File: src/rtl/minicar_pkg.sv
// Shared miniCar constants: system clock, clock-divider ratios and the
// frequency-meter state encoding / default gate length.
package minicar_pkg;

  // System clock and the divider ratios derived from it.
  localparam int unsigned SYS_CLK_HZ    = 100_000_000;
  localparam int unsigned CLKDIV_1MHZ   = SYS_CLK_HZ / 1_000_000;
  localparam int unsigned CLKDIV_1KHZ   = SYS_CLK_HZ / 1_000;
  localparam int unsigned CLKDIV_100HZ  = SYS_CLK_HZ / 100;

  // Frequency meter: default gate window is one second of system clock.
  localparam int unsigned FM_GATE_CYCLES_DEF = SYS_CLK_HZ;

  typedef enum logic [1:0] {
    FM_IDLE  = 2'd0,
    FM_GATE  = 2'd1,
    FM_LATCH = 2'd2
  } fm_state_e;

endpackage

File: src/rtl/sig_edge_sync.sv
// Brings an asynchronous pulse input into the clk_in domain and flags each
// rising edge as a single-cycle strobe, two cycles after sig_in is sampled.
module sig_edge_sync (
  input  logic clk_in,
  input  logic rst,
  input  logic sig_in,
  output logic rise
);

  logic s1, s2, s3;

  // Two-flop synchronizer (s1, s2) plus a history flop (s3) for edge detection.
  always_ff @(posedge clk_in) begin
    // NOTE: sequential state uses non-blocking assignments so every flop
    // samples the pre-edge value of its neighbour and the chain really shifts.
    if (rst) begin
      s1 <= 1'b0;
      s2 <= 1'b0;
      s3 <= 1'b0;
    end else begin
      s1 <= sig_in;
      s2 <= s1;
      s3 <= s2;
    end
  end

  assign rise = s2 & ~s3;

endmodule

File: src/rtl/freq_meter.sv
// Counts rising edges of sig_in over a fixed window of GATE_CYCLES clk_in
// cycles and reports the count (saturating, with an overflow flag) once per
// completed window. Windows repeat back to back while enable is held high.
module freq_meter
  import minicar_pkg::*;
#(
  parameter int unsigned GATE_CYCLES = FM_GATE_CYCLES_DEF,
  parameter int unsigned CNT_W       = 16
) (
  input  logic             clk_in,
  input  logic             rst,
  input  logic             enable,
  input  logic             sig_in,
  output logic [CNT_W-1:0] freq_out,
  output logic             freq_valid,
  output logic             overflow
);

  localparam int unsigned GC_W = $clog2(GATE_CYCLES);
  localparam logic [GC_W-1:0]  GATE_LAST = GC_W'(GATE_CYCLES - 1);
  localparam logic [CNT_W-1:0] CNT_MAX   = {CNT_W{1'b1}};

  fm_state_e        state, state_next;
  logic [GC_W-1:0]  gate_cnt, gate_next;
  logic [CNT_W-1:0] edge_cnt, edge_next;
  logic             ovf_flag, ovf_next;
  logic             load;
  logic             rise;

  sig_edge_sync u_sync (
    .clk_in (clk_in),
    .rst    (rst),
    .sig_in (sig_in),
    .rise   (rise)
  );

  // State register.
  always_ff @(posedge clk_in) begin
    if (rst) state <= FM_IDLE;
    else     state <= state_next;
  end

  // Next-state, window counters and the result-load decision.
  always_comb begin
    // NOTE: every output of this block gets a default first, so no path
    // leaves a signal unassigned and no latch is inferred.
    state_next = state;
    gate_next  = gate_cnt;
    edge_next  = edge_cnt;
    ovf_next   = ovf_flag;
    load       = 1'b0;
    unique case (state)
      FM_IDLE: begin
        if (enable) begin
          state_next = FM_GATE;
          gate_next  = '0;
          edge_next  = '0;
          ovf_next   = 1'b0;
        end
      end
      FM_GATE: begin
        if (!enable) begin
          // Window abandoned: results stay as they were.
          state_next = FM_IDLE;
        end else begin
          if (rise) begin
            if (edge_cnt == CNT_MAX) ovf_next  = 1'b1;
            else                     edge_next = edge_cnt + CNT_W'(1);
          end
          if (gate_cnt == GATE_LAST) begin
            // The edge seen on the final gate cycle is already in edge_next.
            state_next = FM_LATCH;
            load       = 1'b1;
          end else begin
            gate_next = gate_cnt + GC_W'(1);
          end
        end
      end
      FM_LATCH: begin
        // Edges in this cycle are dropped; the next window starts cleared.
        if (enable) begin
          state_next = FM_GATE;
          gate_next  = '0;
          edge_next  = '0;
          ovf_next   = 1'b0;
        end else begin
          state_next = FM_IDLE;
        end
      end
      default: state_next = FM_IDLE;
    endcase
  end

  // Window counters.
  always_ff @(posedge clk_in) begin
    if (rst) begin
      gate_cnt <= '0;
      edge_cnt <= '0;
      ovf_flag <= 1'b0;
    end else begin
      gate_cnt <= gate_next;
      edge_cnt <= edge_next;
      ovf_flag <= ovf_next;
    end
  end

  // Result registers, loaded on entry to LATCH so they are visible together
  // with freq_valid during the LATCH cycle.
  always_ff @(posedge clk_in) begin
    if (rst) begin
      freq_out   <= '0;
      overflow   <= 1'b0;
      freq_valid <= 1'b0;
    end else begin
      freq_valid <= load;
      if (load) begin
        freq_out <= edge_next;
        overflow <= ovf_next;
      end
    end
  end

endmodule

File: config.mk
export PLATFORM = sky130hd
export DESIGN_NAME = freq_meter
export DESIGN_NICKNAME = d
export VERILOG_FILES = /design/src/rtl/minicar_pkg.sv /design/src/rtl/sig_edge_sync.sv /design/src/rtl/freq_meter.sv
export SDC_FILE = /design/constraint.sdc
export NUM_CORES = 1
export LEC_CHECK = 0
export ABC_AREA = 1
export BUFFER_PORTS_ARGS = -buffer_cell sky130_fd_sc_hd__buf_2
export CORE_MARGIN = 8
export CORE_UTILIZATION = 56
export DETAILED_ROUTE_END_ITERATION = 8
export PLACE_DENSITY = 0.78
export SKIP_CTS_REPAIR_TIMING = 1
export SKIP_LAST_GASP = 1
export SLEW_MARGIN = 20
export SYNTH_ARGS = -nofsm -noshare
export SYNTH_HDL_FRONTEND = slang
export SYNTH_HIERARCHICAL = 1
export SYNTH_SLANG_ARGS = --single-unit
File: constraint.sdc
create_clock -name clk_in -period 2.73 [get_ports clk_in]
set_clock_uncertainty 0.1 [all_clocks]
set_input_delay 0.273 -clock clk_in [delete_from_list [all_inputs] [get_ports clk_in]]
set_output_delay 0.273 -clock clk_in [all_outputs]
set_load 0.02 [all_outputs]
# Yosys cells after proc, flatten, opt, wreduce, memory -nomap -nowiden
# Cells that the tools add are included.
[word_totals]
regBits = 67
input_bits = 4
output_inout_bits = 18
word_cells = 50
[op_classes]
n_addsub = 2
n_eq_ne = 9
muxes = 22
bitwise_logic = 2
n_reduce_logical = 5
[op_table]
columns = ["op", "n"]
rows = [
  ["$mux W27", 3],
  ["$mux W16", 4],
  ["$pmux W27 S2", 1],
  ["$pmux W16 S2", 1],
  ["$add A27 B1 Y27 const B", 1],
  ["$eq A27 B27 Y1 const B", 1],
  ["$add A16 B1 Y16 const B", 1],
  ["$eq A16 B16 Y1 const B", 1],
  ["$mux W1", 8],
  ["$mux W2", 3],
  ["$ne A2 B2 Y1 const B", 3],
  ["$pmux W2 S3", 1],
  ["$reduce_and A4 Y1", 1],
  ["$ne A3 B3 Y1 const B", 1],
  ["$eq A2 B1 Y1 const B", 1],
  ["$eq A2 B2 Y1 const B", 1],
  ["$logic_not A2 Y1", 1],
  ["$ne A2 B1 Y1 const B", 1],
  ["$pmux W1 S2", 1],
  ["$reduce_and A2 Y1", 1],
  ["$reduce_bool A2 Y1", 1],
  ["$reduce_or A2 Y1", 1],
  ["$and A1 B1 Y1", 1],
  ["$not A1 Y1", 1],
]

# Longest topological paths before layout
# Gate-level depths: netlist of run 1.
[logic_depth]
ltp_word = 5
mapped_depth = 13
depth_no_buf = 13

# By module
# Netlist of run 1, hierarchy kept.
[by_module_without_submodules]
columns = ["mod", "n_inst", "cells_per_inst", "area_per_inst_um2", "seq_area_each_um2"]
rows = [
  ["freq_meter", 1, 604, 3753.6, 1281.2],
  ["sig_edge_sync", 1, 10, 86.3, 60.1],
]

# Worst setup path after synthesis of run 1
# No wires, ideal clock.
[synth_path]
kind = "reg2reg"
start = "register gate_cnt[0]"
end = "register gate_cnt[6]"
setup_ns = 0.115
arrival_time_ns = 1.736
t_required_ns = 2.515
path_slack_ns = 0.779
stages_incl_launch_ff = 13
n_path_buf = 2
synth_period_minus_slack_ns = 1.951
cell_sequence = "dfxtp_1 ha_1 inv_1 nor2_4 nand2_4 nor2_4 nand3_4 nand2_2 nand2_2 buf_6 buf_6 a21oi_1 nor2_1"
[synth_via]
elab_chain_cells = 4
elab_cells_between_ends = 7
classes_between = "add/sub (1); eq/ne (2); mux (3); reduce/logical (1)"
[synth_lines]
columns = ["item", "line_no", "rtl"]
rows = [
  ["from (decl)", "freq_meter.sv:24", "logic [GC_W-1:0] gate_cnt, gate_next;"],
  ["from (signal assigned)", "freq_meter.sv:101", "gate_cnt <= gate_next;"],
  ["$add A27 B1 Y27", "freq_meter.sv:75", "gate_next = gate_cnt + GC_W'(1);"],
  ["$mux W27", "freq_meter.sv:70", "if (gate_cnt == GATE_LAST) begin"],
  ["$mux W27", "freq_meter.sv:62", "if (!enable) begin"],
  ["$pmux W27 S2", "freq_meter.sv:52", "unique case (state)"],
]
# Parallel ways exist; a longest one is shown, timed or not. The select of a mux whose other input is x is not followed.
# A chain may end at the register's enable or synchronous reset.

# Worst setup path in the final report of run 1
[layout_path]
start = "register gate_cnt[0]"
end = "register freq_out[8]"
[layout_via]
elab_chain_cells = 4
[layout_lines]
columns = ["item", "line_no", "rtl"]
rows = [
  ["$eq A27 B27 Y1", "freq_meter.sv:70", ""],
  ["$mux W1", "freq_meter.sv:70", ""],
  ["$mux W1", "freq_meter.sv:62", ""],
  ["$mux W1", "freq_meter.sv:52", ""],
  ["to (signal assigned)", "freq_meter.sv:117", "freq_out <= edge_next;"],
  ["to (decl)", "freq_meter.sv:14", "output logic [CNT_W-1:0] freq_out,"],
]
# No other way between the ends.

==> impl_results.md, run 1 <==
* Initial DRT Pass Iterations at 5
* Grt ovf at 0
* Final Hold Vio Count at 0
* Area Growth Syn to Fin at 9.38%
* DIE WIDTH at between 90 and 100 um
* Setup CP Type: reg -> reg
* First-pass GRT wire length at ~18 mm
* Starting Density at a little under three fifths
* Root buf cell: clkbuf_8
* Final setup viols at 0
* VDD IR max at 0.000357 V
* RSZ-0062 raised after global routing: no
* Main flop type after synthesis: dfxtp_1
* Row count at 30
* Worst Tran Pin Value at around 0.67 ns
* Sequential share of the synthesized area at 34.9%
* DR iter-0 viols at between 200 and 250
* Largest net degree at the start of global routing at between 40 and 50
* Dominant cells by area after synthesis: dfxtp_1 35%, nand2_1 15%, nor2_1 12%, nand3_1 9.8%, inv_1 6.3%
* Post-Syn Area at ~3800 um2
* Max-cap viol count at 0
* Asr flop ratio synth at 0%
* Gpl congestion at about 0.97
* Rel. slew slack at 55.3%
* Design area at 4200 um2
* Top-count cell post-synth: nand2_1
* Kind of start point of the critical path: register
* Cell Area, Placed at 3960 um2
* Vias at 3928
* Yosys warning total at 6
* Antenna viol nets, final at 0
* Share of cells above drive strength 1 at under 10%
* Syn Nets at 620
* Crit share post-route at 86.1%
* Vias in the first global route at between 3000 and 4000
* Top-area cell type share of the netlist area at a little over a third
* Drt drc at 0
* Core ar. at ~6700 um2
* Final wirelength at a little over 10 mm
* Status: complete, no violations
* Ant diodes at 0
* DP Worst Slack at around 0.40 ns
* Die extent in y at slightly below 100 um
* Power per standard cell area at approximately 500 nW/um2
* CTS tree: done
* Ports at 22
* Mean Syn Cell Area at ~6.3 um2
* Via density at 5.49
* Final nets at between 600 and 700
* Cells after synthesis at around 600
* LEAKAGE at 1.67 nW
* Multi-input logic area at 2130 um2
* Hold Crit Class: in -> reg
* Yosys top cell by area: dfxtp_1
* Post-synth EDFFs at 0
* CP max FO at 9
* CP Capture Type: register
* Setup WS post-layout at 0.380 ns
* Drt wl/cell at approximately 14 um
* Clock buffer count from CTS at 9
* Num Clock Sinks at 67
* Fmax at between 400 and 500 MHz
* Reg area at 1340 um2
* IO Port Bufs at 21
* Critical Path RT at about 2.9 ns
* Die Area at slightly below 10000 um2
* Final setup TNS at 0 ns
* Distinct cells, synth at 28
* Worst-Skew Late Latency at ~0.35 ns
* Hpwl dp at around 7.3 mm
* Clock period minus worst slack at approximately 2.4 ns
* Synthesized flop and latch total at 67
* Total track usage at between 20% and 30%
* Worst Path Arrival at about 2.5 ns
* H-Tree Depth at 3
* Max-slew violations at 0
* Fillers at 650
* Most instantiated cells after synthesis: 158 x nand2_1, 120 x nor2_1, 75 x nand3_1
* Clk slew on worst S/H paths at 0.08 ns
* Worst hold slack at approximately 0.053 ns
* Maximum clock path buffer count at 2
* Initial antenna violation count at 0
stage by stage:
step                total power, mW  std cells  utilization [%]
floorplan                      1.08        614                -
global placement               1.10        700             58.9
detailed placement             1.10        700             58.9
CTS                            2.11        716             62.5
global route                   2.17        716             62.5
finish                         2.10        716             62.5
flip-flops by register name (all words and copies together), names as in the netlist:
register / flops
edge_cnt: 16
freq_out: 16
freq_valid: 1
gate_cnt: 27
overflow: 1
ovf_flag: 1
state: 2
u_sync/s1: 1
u_sync/s2: 1
u_sync/s3: 1
where the power goes:
| part | internal (mW) | leakage (nW) | switching, mW |
|---|---|---|---|
| clock network | 0.611 | 0.121 | 0.415 |
| registers | 0.980 | 0.540 | 0.00275 |
| logic | 0.0173 | 1.01 | 0.0787 |
| total | 1.61 | 1.67 | 0.496 |
logic make-up after synthesis:
logic type	synth area share (%)
compound gates	8.54
xor+xnor	2.97
fa+ha+maj	0.652
buf+inv	9.64
flops	34.9
simple gates	43.3
cell usage in the layout (no fill, tap or decap), types with 4 or more instances in the layout:
master    netlist  final
nor2_4          4      4
o21a_1         13     13
nor2_1        120    120
nor3_1         10     10
a21oi_1        31     31
buf_4           4      4
inv_1          64     64
dfxtp_1        67     67
inv_2           4      4
xor2_1         11     11
buf_2           2     21
nand3_1        75     75
nand2_1       158    158
clkbuf_8        0      9
o21ai_0         7      7
nand4_1        14     14
routing by layer:
| metal | up-vias | part of all wire, % | GRT usage, % |
|---|---|---|---|
| li1 | 1987 | - | - |
| met1 | 1785 | 41 | 24.5 |
| met2 | 124 | 50 | 38.3 |
| met3 | 32 | 5.3 | 3.66 |
| met4 | 0 | 3.6 | 14.0 |
| met5 | - | 0 | 0 |
critical path, stage by stage (launching register included):
cell and delay [ns]:
dfxtp_1 0.41, ha_1 0.28, inv_1 0.11, nor2_4 0.19, nand2_4 0.11, nor2_1 0.10, nand3_1 0.12, nor2_2 0.43
nand4_1 0.26, nand2_1 0.11, inv_1 0.04
worst paths after layout:
| path | to | cells past startpoint | slack [ns] | start |
|---|---|---|---|---|
| worst max-delay path | freq_out[8]$_SDFFE_PP0P_ | 10 | 0.38 | gate_cnt[0]$_SDFFE_PP0P_ |
| worst min-delay path | u_sync/s1$_SDFF_PP0_ | 3 | 0.05 | sig_in |
| worst max register to register | freq_out[8]$_SDFFE_PP0P_ | 10 | 0.38 | gate_cnt[0]$_SDFFE_PP0P_ |
| worst min register to register | u_sync/s2$_SDFF_PP0_ | 2 | 0.30 | u_sync/s1$_SDFF_PP0_ |
cell type report:
| class | instances | share of cell area [%] |
|---|---|---|
| clock inverter | 6 | 2.68 |
| inverter | 68 | 6.08 |
| timing repair buffer | 25 | 3.22 |
| sequential | 67 | 31.9 |
| tap | 80 | 2.38 |
| clock buffer | 10 | 3.04 |
| multi-input combinational | 460 | 50.7 |
No activity file was read; power rests on OpenSTA's default activity.
==> run 2, diff against run 1 <==
--- a/config.mk
+++ b/config.mk
@@ -10,7 +10,7 @@
 export CORE_MARGIN = 8
 export CORE_UTILIZATION = 56
 export DETAILED_ROUTE_END_ITERATION = 8
-export PLACE_DENSITY = 0.78
+export PLACE_DENSITY_LB_ADDON = 0.1
 export SKIP_CTS_REPAIR_TIMING = 1
 export SKIP_LAST_GASP = 1
 export SLEW_MARGIN = 20
==> constraint.sdc (replaced) <==
create_clock -name clk_in -period 2.55 [get_ports clk_in]
set_clock_uncertainty 0.1 [all_clocks]
set_input_delay 0.255 -clock clk_in [delete_from_list [all_inputs] [get_ports clk_in]]
set_output_delay 0.255 -clock clk_in [all_outputs]
set_load 0.02 [all_outputs]
==> run 2 against run 1 <==
Compared with the run above: setup slack got worse by 0.099 ns; routed wire length grew 0.25%; global-route usage rose by 0.40 points; non-clock buffer count increased by 2; register-to-register slack worse by 0.099 ns; die area unchanged; clock-buffer cell count did not move; first-iteration DRC count down 15%; via count decreased by 0.69%; critical path depth up 2; final cell count increased by 0.28%; hold slack got worse by 0.032 ns; critical endpoint is now gate_cnt[24]$_SDFFE_PP0P_; largest cell class unchanged.
==> impl_results.md, run 2 (synthesis results as in run 1) <==
* Status: complete, no violations
* Tot Pwr at 2.14 mW (+1.9%)
* Worst-Skew Late Latency at 0.35 ns (about the same)
* Final setup viols at 0 (unchanged)
* Worst Tran Pin Value at 0.584 ns (-0.0855 ns)
* Hold path cells at 3 (unchanged)
* CP Capture Type: register
* Final wirelength at 10.3 mm (+0.25%)
* Worst hold slack at 0.0209 ns (-0.0318 ns)
* Crit. Startpoint: gate_cnt[0]$_SDFFE_PP0P_
* Most frequent cells in the layout: 158 x nand2_1, 120 x nor2_1, 75 x nand3_1
* Crit share post-route at 89.0% (+2.9 points)
* Final nets at 639 (+0.31%)
* Num Clock Sinks at 67 (unchanged)
* Drt drc at 0 (unchanged)
* Setup CP Type: reg -> reg
* Clk slew on worst S/H paths at 0.08 ns (about the same)
* Grt ovf at 0 (unchanged)
* Kind of start point of the critical path: register
* RR Startpoint: gate_cnt[0]$_SDFFE_PP0P_
* Ant diodes at 0 (unchanged)
* Via density at 5.43 (-0.96%)
* Initial antenna violation count at 0 (unchanged)
* DIE WIDTH at 98.8 um (unchanged)
* Design area at 4190 um2 (-0.21%)
* Final setup TNS at 0 ns (unchanged)
* First-pass GRT wire length at 17.7 mm (+0.63%)
* Power per standard cell area at 511 nW/um2 (+2.1%)
* Largest net degree at the start of global routing at 32 (-33%)
* Grt met2 use at 40.5% (+2.3 points)
* Antenna viol nets, final at 0 (unchanged)
* Row count at 30 (unchanged)
* Vias in the first global route at 3808 (unchanged)
* Share of cells above drive strength 1 at 8.93% (+0.29 points)
* Fmax at 441 MHz (+3.6%)
* GRT busiest layer: met2
* VDD IR max at 0.000474 V (+33%)
* Total track usage at 22.5% (+0.40 points)
* Fillers at 648 (-0.31%)
* Max-cap viol count at 0 (unchanged)
* Final Hold Vio Count at 0 (unchanged)
* Initial DRT Pass Iterations at 5 (unchanged)
* Critical Path RT at 2.69 ns (-0.20 ns)
* CTS tree: done
* Cell Area, Placed at 3980 um2 (+0.38%)
* Vias at 3901 (-0.69%)
* Die Area at 9760 um2 (unchanged)
* LEAKAGE at 1.66 nW (-0.50%)
* CP max FO at 25 (+16)
* Area Growth Syn to Fin at 9.16%
* Max-slew violations at 0 (unchanged)
* RSZ-0062 raised after global routing: no
* Multi-input logic area at 2130 um2 (unchanged)
* Maximum clock path buffer count at 2 (unchanged)
* Ports at 22 (unchanged)
* Top flop regs: gate_cnt: 27 flops, edge_cnt: 16 flops, freq_out: 16 flops
* Root buf cell: clkbuf_8
* Hpwl dp at 7.62 mm (+4.2%)
* Drt wl/cell at 14.3 um (about the same)
* Die extent in y at 98.8 um (unchanged)
* Worst Path Arrival at 2.41 ns (-0.10 ns)
* Max FFs per register at 27 (unchanged)
* Most flops, register: gate_cnt
* IO Port Bufs at 21 (unchanged)
* Met1 Use GR at 22.8% (-1.6 points)
* H-Tree Depth at 3 (unchanged)
* Clock buffer count from CTS at 9 (unchanged)
* Reg area at 1340 um2 (unchanged)
* Worst Reg-to-Reg Cells at 12 (+2)
* DR iter-0 viols at 189 (-15%)
* Commonest non-fill, non-tap cell in the layout: nand2_1
* Starting Density at 57.2% (unchanged)
* Global routing usage on met3 at 4.02% (+0.35 points)
* Clock period minus worst slack at 2.27 ns (-0.0813 ns)
* Core ar. at 6720 um2 (unchanged)
* Gpl congestion at 0.945 (-3.0%)
* Rel. slew slack at 61.0% (+5.7 points)
* Hold Crit Class: in -> reg
* Hold Startpoint: sig_in
==> run 2: area by class of cell <==
type | instances | share of cell area (%)
clock buffers | 10 | 3.04
clock inverters | 6 | 2.12
inverters | 68 | 6.09
multi-input cells | 460 | 50.8
flip-flops and latches | 67 | 32.0
well taps | 80 | 2.39
repair buffers | 27 | 3.58
==> run 2: through the flow <==
step / utilization, % / setup WS, ns / cells
final: 62.4 / 0.281 / 718
after global routing: 62.4 / 0.0765 / 718
after CTS: 62.4 / 0.264 / 718
after detailed placement: 59.2 / 0.282 / 702
after global placement: 59.2 / 0.347 / 702
after floorplan: - / 0.599 / 614
==> run 2: report_power, final <==
group          internal [mW]  total (mW)  switching, mW
sequential              1.05        1.05        0.00416
combinational         0.0185      0.0977         0.0793
clock                  0.552       0.992          0.440
total                   1.62        2.14          0.523
==> run 2: path summary, 6_finish.rpt <==
| kind | endpoint | slack [ns] |
|---|---|---|
| worst min-delay path | u_sync/s1$_SDFF_PP0_ | 0.02 |
| worst max register to register | gate_cnt[24]$_SDFFE_PP0P_ | 0.28 |
| worst max-delay path | gate_cnt[24]$_SDFFE_PP0P_ | 0.28 |
| worst min register to register | u_sync/s2$_SDFF_PP0_ | 0.30 |
==> run 2: critical path, cell delays in order (launching register included) <==
cell and delay, ns:
dfxtp_1 0.43, ha_1 0.29, inv_1 0.11, nor2_4 0.19, nand2_4 0.10, nor2_4 0.10, nand3_4 0.10, nand2_2 0.10
nand2_2 0.06, inv_2 0.35, nor2_1 0.09, nor2_1 0.10, nor2_1 0.04
==> run 2: per-layer routing <==
metal	vias to the layer above	wire length, um
li1	1986	-
met1	1749	4010
met2	118	5250
met3	48	441
met4	0	586
met5	-	0
